File: src/rtl/pwr_wakeup_sched.sv
// Always-on wakeup/sleep scheduler: arbitrates wakeup sources and the software sleep
// command, drives one level request to the PD1/PD2 power FSMs at a time and tracks completion.
module pwr_wakeup_sched #(
  parameter int M     = 4,
  parameter int CNT_W = 8
) (
  input  logic                 i_aon_clk,
  input  logic                 i_soc_pwr_on_rst_n,
  input  logic [M-1:0]         i_wakeup_src,
  input  logic [M-1:0]         i_wakeup_en,
  input  logic [M-1:0]         i_wakeup_map,
  input  logic                 i_sleep_cmd,
  input  logic                 i_pd1_status,
  input  logic                 i_pd2_status,
  input  logic [CNT_W-1:0]     i_timeout_val,
  input  logic [M-1:0]         i_cause_clr,
  input  logic                 i_err_clr,
  output logic                 o_wakeup_req_1,
  output logic                 o_wakeup_req_2,
  output logic                 o_sleep_req,
  output logic [M-1:0]         o_pending,
  output logic [M-1:0]         o_wake_cause,
  output logic [$clog2(M)-1:0] o_grant_id,
  output logic                 o_busy,
  output logic                 o_timeout_err,
  output logic                 o_sleep_abort
);

  localparam int GW = $clog2(M);
  localparam logic [M-1:0] ONE = {{(M-1){1'b0}}, 1'b1};

  typedef enum logic [1:0] {S_IDLE, S_WAKE_WAIT, S_SLEEP_WAIT} state_t;

  state_t           r_state;
  logic [M-1:0]     r_src_q;
  logic [M-1:0]     r_pending;
  logic [M-1:0]     r_cause;
  logic             r_sleep_pend;
  logic [CNT_W-1:0] r_cnt;
  logic             r_tgt_pd2;
  logic [GW-1:0]    r_grant_id;
  logic             r_req1;
  logic             r_req2;
  logic             r_sleep_req;
  logic             r_busy;
  logic             r_timeout_err;
  logic             r_sleep_abort;

  logic [M-1:0]     w_rise;
  logic [GW-1:0]    w_sel;
  logic             w_any_pend;
  logic             w_sel_status;
  logic             w_tgt_status;
  logic             w_expire;
  logic [M-1:0]     w_pend_clr;
  logic [M-1:0]     w_cause_set;
  logic             w_to_set;
  logic             w_sleep_clr;
  logic             w_abort;

  assign w_rise       = i_wakeup_src & ~r_src_q & i_wakeup_en;
  assign w_any_pend   = |r_pending;
  assign w_sel_status = i_wakeup_map[w_sel] ? i_pd2_status : i_pd1_status;
  assign w_tgt_status = r_tgt_pd2 ? i_pd2_status : i_pd1_status;
  // A loaded value of 0 never reaches 1, so T = 0 waits forever.
  assign w_expire     = (r_cnt == CNT_W'(1));

  always_comb begin
    w_sel = '0;
    for (int i = M - 1; i >= 0; i--) begin
      if (r_pending[i]) w_sel = GW'(i);
    end
  end

  always_comb begin
    w_pend_clr  = '0;
    w_cause_set = '0;
    w_to_set    = 1'b0;
    w_sleep_clr = 1'b0;
    w_abort     = 1'b0;
    case (r_state)
      S_IDLE: begin
        if (w_any_pend && w_sel_status) begin
          w_pend_clr  = ONE << w_sel;
          w_cause_set = ONE << w_sel;
        end
      end
      S_WAKE_WAIT: begin
        if (w_tgt_status) begin
          w_pend_clr  = ONE << r_grant_id;
          w_cause_set = ONE << r_grant_id;
        end else if (w_expire) begin
          w_pend_clr = ONE << r_grant_id;
          w_to_set   = 1'b1;
        end
      end
      S_SLEEP_WAIT: begin
        if (|w_rise) begin
          w_sleep_clr = 1'b1;
          w_abort     = 1'b1;
        end else if (!i_pd1_status) begin
          w_sleep_clr = 1'b1;
        end else if (w_expire) begin
          w_sleep_clr = 1'b1;
          w_to_set    = 1'b1;
        end
      end
      default: ;
    endcase
  end

  // Bookkeeping: in every same-cycle set/clear race the set wins.
  always_ff @(posedge i_aon_clk) begin
    if (!i_soc_pwr_on_rst_n) begin
      r_src_q       <= '0;
      r_pending     <= '0;
      r_cause       <= '0;
      r_timeout_err <= 1'b0;
      r_sleep_pend  <= 1'b0;
    end else begin
      r_src_q       <= i_wakeup_src;
      r_pending     <= (r_pending & ~w_pend_clr) | w_rise;
      r_cause       <= (r_cause & ~i_cause_clr) | w_cause_set;
      r_timeout_err <= (r_timeout_err & ~i_err_clr) | w_to_set;
      r_sleep_pend  <= (r_sleep_pend & ~w_sleep_clr) | i_sleep_cmd;
    end
  end

  always_ff @(posedge i_aon_clk) begin
    if (!i_soc_pwr_on_rst_n) begin
      r_state       <= S_IDLE;
      r_cnt         <= '0;
      r_tgt_pd2     <= 1'b0;
      r_grant_id    <= '0;
      r_req1        <= 1'b0;
      r_req2        <= 1'b0;
      r_sleep_req   <= 1'b0;
      r_busy        <= 1'b0;
      r_sleep_abort <= 1'b0;
    end else begin
      r_sleep_abort <= w_abort;
      case (r_state)
        S_IDLE: begin
          if (w_any_pend) begin
            r_grant_id <= w_sel;
            if (!w_sel_status) begin
              r_cnt     <= i_timeout_val;
              r_tgt_pd2 <= i_wakeup_map[w_sel];
              r_req1    <= ~i_wakeup_map[w_sel];
              r_req2    <= i_wakeup_map[w_sel];
              r_busy    <= 1'b1;
              r_state   <= S_WAKE_WAIT;
            end
          end else if (r_sleep_pend) begin
            r_cnt       <= i_timeout_val;
            r_sleep_req <= 1'b1;
            r_busy      <= 1'b1;
            r_state     <= S_SLEEP_WAIT;
          end
        end
        S_WAKE_WAIT: begin
          if (w_tgt_status || w_expire) begin
            r_req1  <= 1'b0;
            r_req2  <= 1'b0;
            r_busy  <= 1'b0;
            r_state <= S_IDLE;
          end else if (r_cnt != '0) begin
            r_cnt <= r_cnt - CNT_W'(1);
          end
        end
        S_SLEEP_WAIT: begin
          if (w_sleep_clr) begin
            r_sleep_req <= 1'b0;
            r_busy      <= 1'b0;
            r_state     <= S_IDLE;
          end else if (r_cnt != '0) begin
            r_cnt <= r_cnt - CNT_W'(1);
          end
        end
        default: r_state <= S_IDLE;
      endcase
    end
  end

  assign o_wakeup_req_1 = r_req1;
  assign o_wakeup_req_2 = r_req2;
  assign o_sleep_req    = r_sleep_req;
  assign o_pending      = r_pending;
  assign o_wake_cause   = r_cause;
  assign o_grant_id     = r_grant_id;
  assign o_busy         = r_busy;
  assign o_timeout_err  = r_timeout_err;
  assign o_sleep_abort  = r_sleep_abort;

endmodule

File: config.mk
export PLATFORM = sky130hd
export DESIGN_NAME = pwr_wakeup_sched
export DESIGN_NICKNAME = d
export VERILOG_FILES = /design/src/rtl/pwr_wakeup_sched.sv
export SDC_FILE = /design/constraint.sdc
export NUM_CORES = 1
export LEC_CHECK = 0
export CORE_MARGIN = 4
export CORE_UTILIZATION = 53
export DETAILED_ROUTE_END_ITERATION = 8
export GPL_TIMING_DRIVEN = 0
export PLACE_DENSITY = 0.95
export REMOVE_ABC_BUFFERS = 1
export SLEW_MARGIN = 40
export SYNTH_ARGS = -nofsm -noshare
export SYNTH_HDL_FRONTEND = slang
export SYNTH_SLANG_ARGS = --single-unit
File: constraint.sdc
create_clock -name i_aon_clk -period 4.1 [get_ports i_aon_clk]
set_input_delay 0.615 -clock i_aon_clk [delete_from_list [all_inputs] [get_ports i_aon_clk]]
set_output_delay 0.615 -clock i_aon_clk [all_outputs]
set_load 0.05 [all_outputs]
### Yosys cells after proc, flatten, opt, wreduce, memory -nomap -nowiden

Index checks and enable logic that the tools add are counted.

* bits in registers: 32
* input port bits: 30
* word-level logic and storage cells: 115
* output and inout bits: 16

* equal/unequal tests: 13
* order comparisons: 1
* multiplexer cells: 50
* $add $sub $neg: 1
* bitwise logic cells: 17
* reduce and logical (&&, ||, !) cells: 17
* shift operators: 2

Operator list (number)
* 8-bit two-way mux: 6
* 8-bit one-hot mux with 3 select lines: 1
* 1-bit two-way mux: 21
* 2-bit two-way mux: 9
* 4-bit bitwise AND: 4
* 4-bit two-way mux: 4
* 2-bit != test, second input constant: 8
* 4-bit one-hot mux with 2 select lines: 2
* 4-bit inverter: 3
* 4-bit AND reduction: 3
* 5-bit AND reduction: 2
* 8-bit by 1-bit equality test with 1-bit output, second input constant: 1
* 4-bit OR: 2
* 1-bit one-hot mux with 2 select lines: 4
* 8-bit nonzero test: 1
* 4-bit OR reduction: 2
* 1-bit by 2-bit left shift with 4-bit output, first input constant: 2
* 8-bit by 1-bit subtractor with 8-bit output, second input constant: 1
* 3-bit != test, second input constant: 2
* 2-bit one-hot mux with 3 select lines: 1
* 1-bit inverter: 4
* 2-bit AND reduction: 2
* 2-bit nonzero test: 2
* 2-bit by 3-bit < comparator with 1-bit output, second input constant: 1
* other kinds (11): 13

### Depth between registers and ports, before layout

* word-level depth: 13
* depth in mapped cells: 10
* depth with buffers taken out: 8

### Worst setup path before layout

Ideal clock, no wire load.

* path kind: reg2reg
* start: reg r_pending[2] (netlist: o_pending[2])
* end: reg r_cnt[5]
* clock period less this slack: 2.439 ns
* required time: 4.012 ns
* stages on the path, launching flop included: 10
* buffers on the path: 3
* arrival: 2.351 ns
* slack: 1.661 ns
* setup time: 0.088 ns
* cell sequence: dfxtp_1 buf_6 nor3b_1 o31ai_2 a211oi_1 or2_1 buf_6 or2_1 buf_6 o32ai_2

* word-level cells in the longest chain between the ends: 8
* elaborated cells between the ends (all ways): 12
* those cells by class: 2 x eq/ne; 8 x mux; 2 x reduce/logical

Ends and longest elaborated chain
* start: declaration: RTL line 36 `logic [M-1:0] r_pending;`
* start signal: assignment: RTL line 122 `r_pending <= (r_pending & ~w_pend_clr) | w_rise;`
* 2-bit two-way mux (3 in series): RTL line 71 `if (r_pending[i]) w_sel = GW'(i);`
* 1-bit binary-select mux with 2-bit select: RTL line 63 `assign w_sel_status = i_wakeup_map[w_sel] ? i_pd2_status : i_pd1_status;`
* 1-bit two-way mux (not written as such): RTL line 63
* 1-bit two-way mux: RTL line 63
* 3-bit != test (no line)
* 5-bit AND reduction (no line)
* end signal: assignment: RTL line 147 `r_cnt <= i_timeout_val;`
* end signal: assignment: RTL line 155 `r_cnt <= i_timeout_val;`
* end signal: assignment: RTL line 168 `r_cnt <= r_cnt - CNT_W'(1);`
* end: declaration: RTL line 39 `logic [CNT_W-1:0] r_cnt;`

Parallel ways exist; a longest one is shown, timed or not. The select of a mux whose other input is x is not followed.
A chain may end at the register's enable or synchronous reset.

### Final worst setup path

* start: in i_wakeup_src[1]
* end: reg r_cnt[6]

* word-level cells in the longest chain between the ends: 7

Ends and longest elaborated chain
* start: declaration: RTL line 9 `input logic [M-1:0] i_wakeup_src,`
* 4-bit bitwise AND (2 in series): RTL line 61 `assign w_rise = i_wakeup_src & ~r_src_q & i_wakeup_en;`
* 4-bit OR reduction: RTL line 98 `if (|w_rise) begin`
* 1-bit two-way mux: RTL line 98
* 1-bit two-way mux: RTL line 81 `case (r_state)`
* 2-bit != test (no line)
* 5-bit AND reduction (no line)

Every way passes these cells.

==> impl_metrics.yaml <==
placed_design:
  detailed_place_hpwl_um: 3620
  place.detailed.instances: 309
  dpl-instance-area_mm2: 0.00229
  gpl.final_weighted_congestion: 0.889
  io_buffers: 45
synthesis:
  netlist_area_mm2: 0.00185
  number_of_enable_type_register_cells_in_the_synthesized_netlist: 0
  commonest_cells_in_the_netlist: "32 x dfxtp_1, 20 x inv_1, 18 x nand2_1"
  synthTopCellsByArea: "dfxtp_1 35%, ha_1 4.1%, inv_1 4.1%"
  post_synth.cell_area_avg_um2: 8.02
  ys_seq_elements: 32
  syn_inst: 230
  async_flop_share_pct: 0
  synth_top_area_share_pct: 34.7
  seq_area_frac_synth_pct: 34.7
  postSynth.topFlopCell: "dfxtp_1"
  synth.distinct_cells: 46
  netlist.top_cell.by_area: "dfxtp_1"
  synth_warnings: 0
  synthMostInstantiatedCell: "dfxtp_1"
global_route:
  globalRouteTotalUtil_pct: 23.9
  grt_antenna_before_repair: 0
  grt_remaining_overflow: 0
  grt_pass1_wl_um: 8180
  grt_start_max_net_pins: 32
  vias_in_the_first_global_route: 1836
setup_path:
  critical_path.endpoint_type: "register"
  slowest_stage: "or2_1"
  rr_startpoint: "r_state[0]$_SDFFE_PN0P_"
  setup.worst_path.start: "i_wakeup_src[1]"
  max_stage_delay_ns: 0.50
  required_ns: 4.37
  path_class: "input port to register"
  timing.critical_path.from_type: "input port"
  worst_path_most_repeated_cell: "o31ai_1"
  path_cells: "clkdlybuf4s50_1, nand3b_1, nand4_1, o31ai_1, o2111ai_1, or2_1, o31ai_1"
  crit_arrival_ns: 3.10
  critical_path.n_buffers_inverters: 1
  crit_path_max_fanout: 9
  worst_path_dominant_cell_family: "compound AO/OA/AOI/OAI gates"
clock_tree:
  clock-sinks: 32
  post_cts.repair.setup_buffers: 0
  cts.root.buffer_cell: "clkbuf_4"
  tritoncts: "yes"
  post_cts.resized_instances: 0
  cts_inserted_buffers: 5
  cts_htree_levels: 2
  hold_buffers: 0
  clock_path_buffers: 2
  clk_latency_ns: 0.35
  clk_pin_slew_worst_paths_ns: 0.11
drt:
  wl_per_cell_um: 15.7
  first_pass_iters: 4
  avgViaCountPerCell: 6.00
  total_wire_length_um: 4970
  detail_route.iter0.violations: 134
  route.vias.total: 1903
  final_antenna_net_count: 0
  drt_drc_violations_left: 0
power:
  power.combinational.fraction_pct: 56.0
  swShare_pct: 48.3
  power.share.sequential_pct: 30.9
  vdd_ir_drop_max_uv: 364
  internal_power_uw: 741
  p_switching_uw: 692
  power.density_cell_area_mw_per_mm2: 610
  leakage_nw: 0.867
  clock_power_share_pct: 13.2
layout:
  post_layout_nonfiller_instances: 317
  n_antenna_cell: 0
  nNetsFinal: 306
  drive_above_1_share_pct: 5.90
  finish.utilization_pct: 70.4
  area_growth_syn_to_layout_pct: 27.3
  finalInstanceArea_mm2: 0.00235
timing:
  maxClockFrequency_mhz: 353
  final.setup_skew_ns: 0.0138
  fin_setup_tns_ns: 0
  finalCritPeriodShare_pct: 69.1
  finalCriticalPeriod_ns: 2.83
  timing.max_slew.rel_slack_pct: 46.8
  finalMaxSlewViolations: 0
  timing.final.hold_violations: 0
  rsz0062_at_grt: "false"
  setup_viol: 0
  worstMarginPinSlew_ns: 0.798
floorplanning:
  io_pins: 46
  die_height_um: 67.0
  core_area_mm2: 0.00334
  start_util_pct: 55.3
  die_area_mm2: 0.00449
  fp.dieW_um: 67.0
  placement_rows: 21
run:
  timing.max_cap.violations: 0
run_status:
  outcome: "finished clean"
hold_path:
  timing.hold.worst.start: "o_wakeup_req_2$_SDFFE_PN0P_"
  kind_of_path_behind_the_tightest_hold_check: "register to register"
## state kept, by name, indices dropped and copies added (netlist names)
| signal | cells |
|---|---|
| r_src_q | 4 |
| o_busy | 1 |
| r_state | 2 |
| o_timeout_err | 1 |
| o_grant_id | 2 |
| o_pending | 4 |
| r_cnt | 8 |
| o_wakeup_req_1 | 1 |
| r_sleep_pend | 1 |
| o_sleep_abort | 1 |
| r_tgt_pd2 | 1 |
| o_sleep_req | 1 |
| o_wakeup_req_2 | 1 |
| o_wake_cause | 4 |
## worst paths after layout
path | end | slack (ns) | cells after the start
worst max-delay path | r_cnt[6]$_SDFFE_PN0P_ | 1.27 | 7
worst min-delay path | o_wakeup_req_2$_SDFFE_PN0P_ | 0.48 | 2
worst max register to register | r_cnt[6]$_SDFFE_PN0P_ | 1.41 | 7
worst min register to register | o_wakeup_req_2$_SDFFE_PN0P_ | 0.48 | 2
## layout by cell type (no fill, tap or decap), drive strengths merged, types with 4 or more instances in the layout
cell,n
clkdlybuf4s50,44
dfxtp,32
inv,20
nand2,18
nor2,15
o21ai,15
a21oi,11
nand3,10
nor3,8
nor2b,8
and2,7
o22ai,6
o311ai,6
ha,6
o31ai,6
and3,5
clkbuf,5
nand3b,4
a211oi,4
o32ai,4
## power groups by stage
| stage | clock (mW) | combinational [mW] | sequential [mW] |
|---|---|---|---|
| after floorplan | 0 | 0.468 | 0.533 |
| after global placement | 0 | 0.754 | 0.440 |
| after detailed placement | 0 | 0.790 | 0.447 |
| after CTS | 0.190 | 0.793 | 0.440 |
| after global routing | 0.203 | 0.879 | 0.452 |
| final | 0.189 | 0.802 | 0.442 |
## stage by stage
| step | setup slack (ns) | total power, mW | hold slack (ns) |
|---|---|---|---|
| CTS | 1.34 | 1.42 | 0.494 |
| global placement | 1.07 | 1.19 | 0.446 |
| detailed placement | 0.962 | 1.24 | 0.480 |
| finish | 1.27 | 1.43 | 0.482 |
| global route | 1.07 | 1.53 | 0.525 |
| floorplan | 1.70 | 1.00 | 0.469 |
## kinds of logic after synthesis
kind of cell,Yosys count,synth area share [%]
AOI/OAI and AO/OA,71,27.4
adders and majority gates,6,4.07
buffers and inverters,32,7.80
DFF,32,34.7
muxes,4,2.24
and+or+nand+nor,85,23.8
## cell type report
cell class                 count  area, um^2
multi-input combinational    166        1070
fill                         280         988
timing repair buffer          45         445
clock buffer                   5        37.5
sequential                    32         641
inverter                      20        75.1
clock inverter                 3        23.8
tap                           46        57.6
## per-layer routing
layer	wire [um]	vias to the layer above	part of all wire, %	track usage (%)
met5	0	-	0	0
met4	128	0	2.6	11.9
met3	297	13	6.0	5.40
met2	2470	84	50	39.3
met1	2070	884	42	28.9
li1	-	922	-	-
## tightest hold or removal path: stages, from the launching register on
cell     delay (ns)
dfxtp_1        0.33
nand2_1        0.05
o21ai_0        0.06
Power figures use the tool's default switching activity.
==> edit (config.mk and constraints unchanged) <==
Re-encode `state_t` (3 states) as one-hot, 3 bits wide.
--- a/src/rtl/pwr_wakeup_sched.sv
+++ b/src/rtl/pwr_wakeup_sched.sv
@@ -29,7 +29,7 @@
   localparam int GW = $clog2(M);
   localparam logic [M-1:0] ONE = {{(M-1){1'b0}}, 1'b1};
 
-  typedef enum logic [1:0] {S_IDLE, S_WAKE_WAIT, S_SLEEP_WAIT} state_t;
+  typedef enum logic [2:0] {S_IDLE = 3'b001, S_WAKE_WAIT = 3'b010, S_SLEEP_WAIT = 3'b100} state_t;
 
   state_t           r_state;
   logic [M-1:0]     r_src_q;
Function: no difference found for any inputs over 10 cycles, from zero or initial values and one cycle with i_soc_pwr_on_rst_n low; not proved beyond that.
==> edit against the original RTL <==
Worst setup slack better by 200 ps. Register-to-register slack better by 380 ps. Critical path depth stayed put. Via count is 5.8% higher. Power is 11% higher. Area after synthesis is 10% higher. Clock skew is 6.4 ps lower. Routed wire length is 3.1% higher. Sequential cell count is 1 higher. Cell area is 7.8% higher. Largest cell class unchanged.
==> edit: results (changes against the original RTL) <==
Final layout
  • Clock-cell share of area: 4.10% (+1.5 points)
  • Non-clock inverters: 11 (-45%)
  • Fraction of area in multi-input gates: 48.2% (+2.7 points)
  • Num sequential: 33 (+3.1%)
  • Layout cells sized above 1: 10.9% (+5.0 points)
  • Layout area overhead: 24.3%
  • Nets@finish: 306 (unchanged)
  • Sequential cell area share: 26.1% (-1.2 points)

Routing
  • Initial drt markers: 243 (+81%)
  • Drt pass-1 iters: 5 (+1)
  • WL final: 5120 um (+3.1%)
  • Vias per cell: 6.25 (+4.1%)

Placed design
  • Placed Cells: 315 (+1.9%)
  • Post-DP HPWL: 3730 um (+3.0%)
  • Placement Setup Slack: 1220 ps (+255 ps)
  • Placed cell area: 2430 um2 (+6.1%)
  • GP Congestion: 0.878 (-1.2%)

Hold path
  • Hold Startpoint: o_sleep_req
  • Hold EP: o_sleep_req

STA
  • Clock skew: 7.34 ps (-6.44 ps)
  • Hold slack: 463 ps (-19.0 ps)
  • Slew @ Worst Pin: 651 ps (-147 ps)

Global route
  • Tot GR Track Use: 21.2% (-2.7 points)
  • Vias in the first global route: 1,915 (+4.3%)
  • Largest net degree at the start of global routing: 26 (-19%)
  • Global-route wire length before repair: 8690 um (+6.2%)

Worst setup path
  • Largest stage delay, worst path: 570 ps (+70 ps)
  • Worst r2r src: r_state[0]
  • Slowest CP cell: o31ai_1
  • WP data arrival: 2790 ps (-310 ps)
  • Reg2reg end: r_cnt[4]
  • R2r worst-path depth: 6 (-1)

Yosys
  • Sequential share of the synthesized area: 32.5% (-2.3 points)
  • Post-synth top cells: 33 x dfxtp_1, 19 x a21oi_1, 17 x nand2_1, 17 x o21ai_0, 11 x nor2_1
  • Yosys cell types: 63 (+37%)
  • Synthesized instance count: 235 (+2.2%)
  • Main area contributors after synthesis: dfxtp_1 32%, a21oi_1 4.7%, o21ai_0 4.2%

Run status
  • Status: finished clean

Pwr
  • Switching Share: 44.5% (-3.7 points)
  • Clock Power: 0.296 mW (+57%)
  • Leakage power total: 0.926 nW (+6.8%)
  • Seq pwr share: 31.4% (+0.5 points)
  • Worst VDD drop: 324 uV (-11%)

Clock tree
  • CTS clk-pin slew, worst paths: 60 ps (-50 ps)
  • Worst skew pair latency: 290 ps (-60 ps)

Floorplanning
  • DIE AREA: 4900 um2 (+9.0%)
-- edit: cell count changes after synthesis, sizes merged, moves of 4 or more --
| cell | before | now |
|---|---|---|
| nor3 | 8 | 4 |
| inv | 20 | 10 |
| o22ai | 6 | 1 |
| nor2 | 15 | 11 |
| ha | 6 | 2 |
| nand2b | 0 | 4 |
| a21oi | 11 | 20 |
| o21ai | 15 | 19 |
-- edit: worst min-delay path: cells and delay by family (launching register included) --
| kind | cells | cell delay (ps) |
|---|---|---|
| DFF | 1 | 330 |
| and+or+nand+nor | 1 | 50 |
| AOI/OAI and AO/OA | 1 | 50 |
-- edit: cells by family after synthesis --
group,Yosys count,synth area share (%)
AND/OR/NAND/NOR,94,28.9
AO/OA/AOI/OAI,78,27.8
flip-flops,33,32.5
buffers and inverters,24,7.62
multiplexers,3,1.48
adder cells (fa/ha/maj),2,1.23
XOR/XNOR,1,0.430
-- edit: worst max-delay path by stage --
stage                       start           end  slack (ps)  cells after the start
6_report          i_wakeup_src[2]      r_cnt[4]        1470                      7
5_1_grt           i_wakeup_src[3]      r_cnt[4]        1360                      7
4_1_cts           i_wakeup_src[2]      r_cnt[4]        1520                      7
3_5_place_dp      i_wakeup_src[2]      r_cnt[4]        1220                      7
3_3_place_gp   i_soc_pwr_on_rst_n      r_cnt[2]        1190                      3
2_1_floorplan        o_pending[0]  o_pending[2]        1830                      6
-- edit: per-layer routing --
metal | vias up | track usage (%) | share of wire [%] | wire [um]
met3 | 14 | 5.76 | 8.2 | 422
li1 | 957 | - | - | -
met1 | 933 | 26.4 | 42 | 2160
met2 | 109 | 33.5 | 47 | 2430
met4 | 0 | 10.9 | 2.1 | 109
met5 | - | 0 | 0 | 0
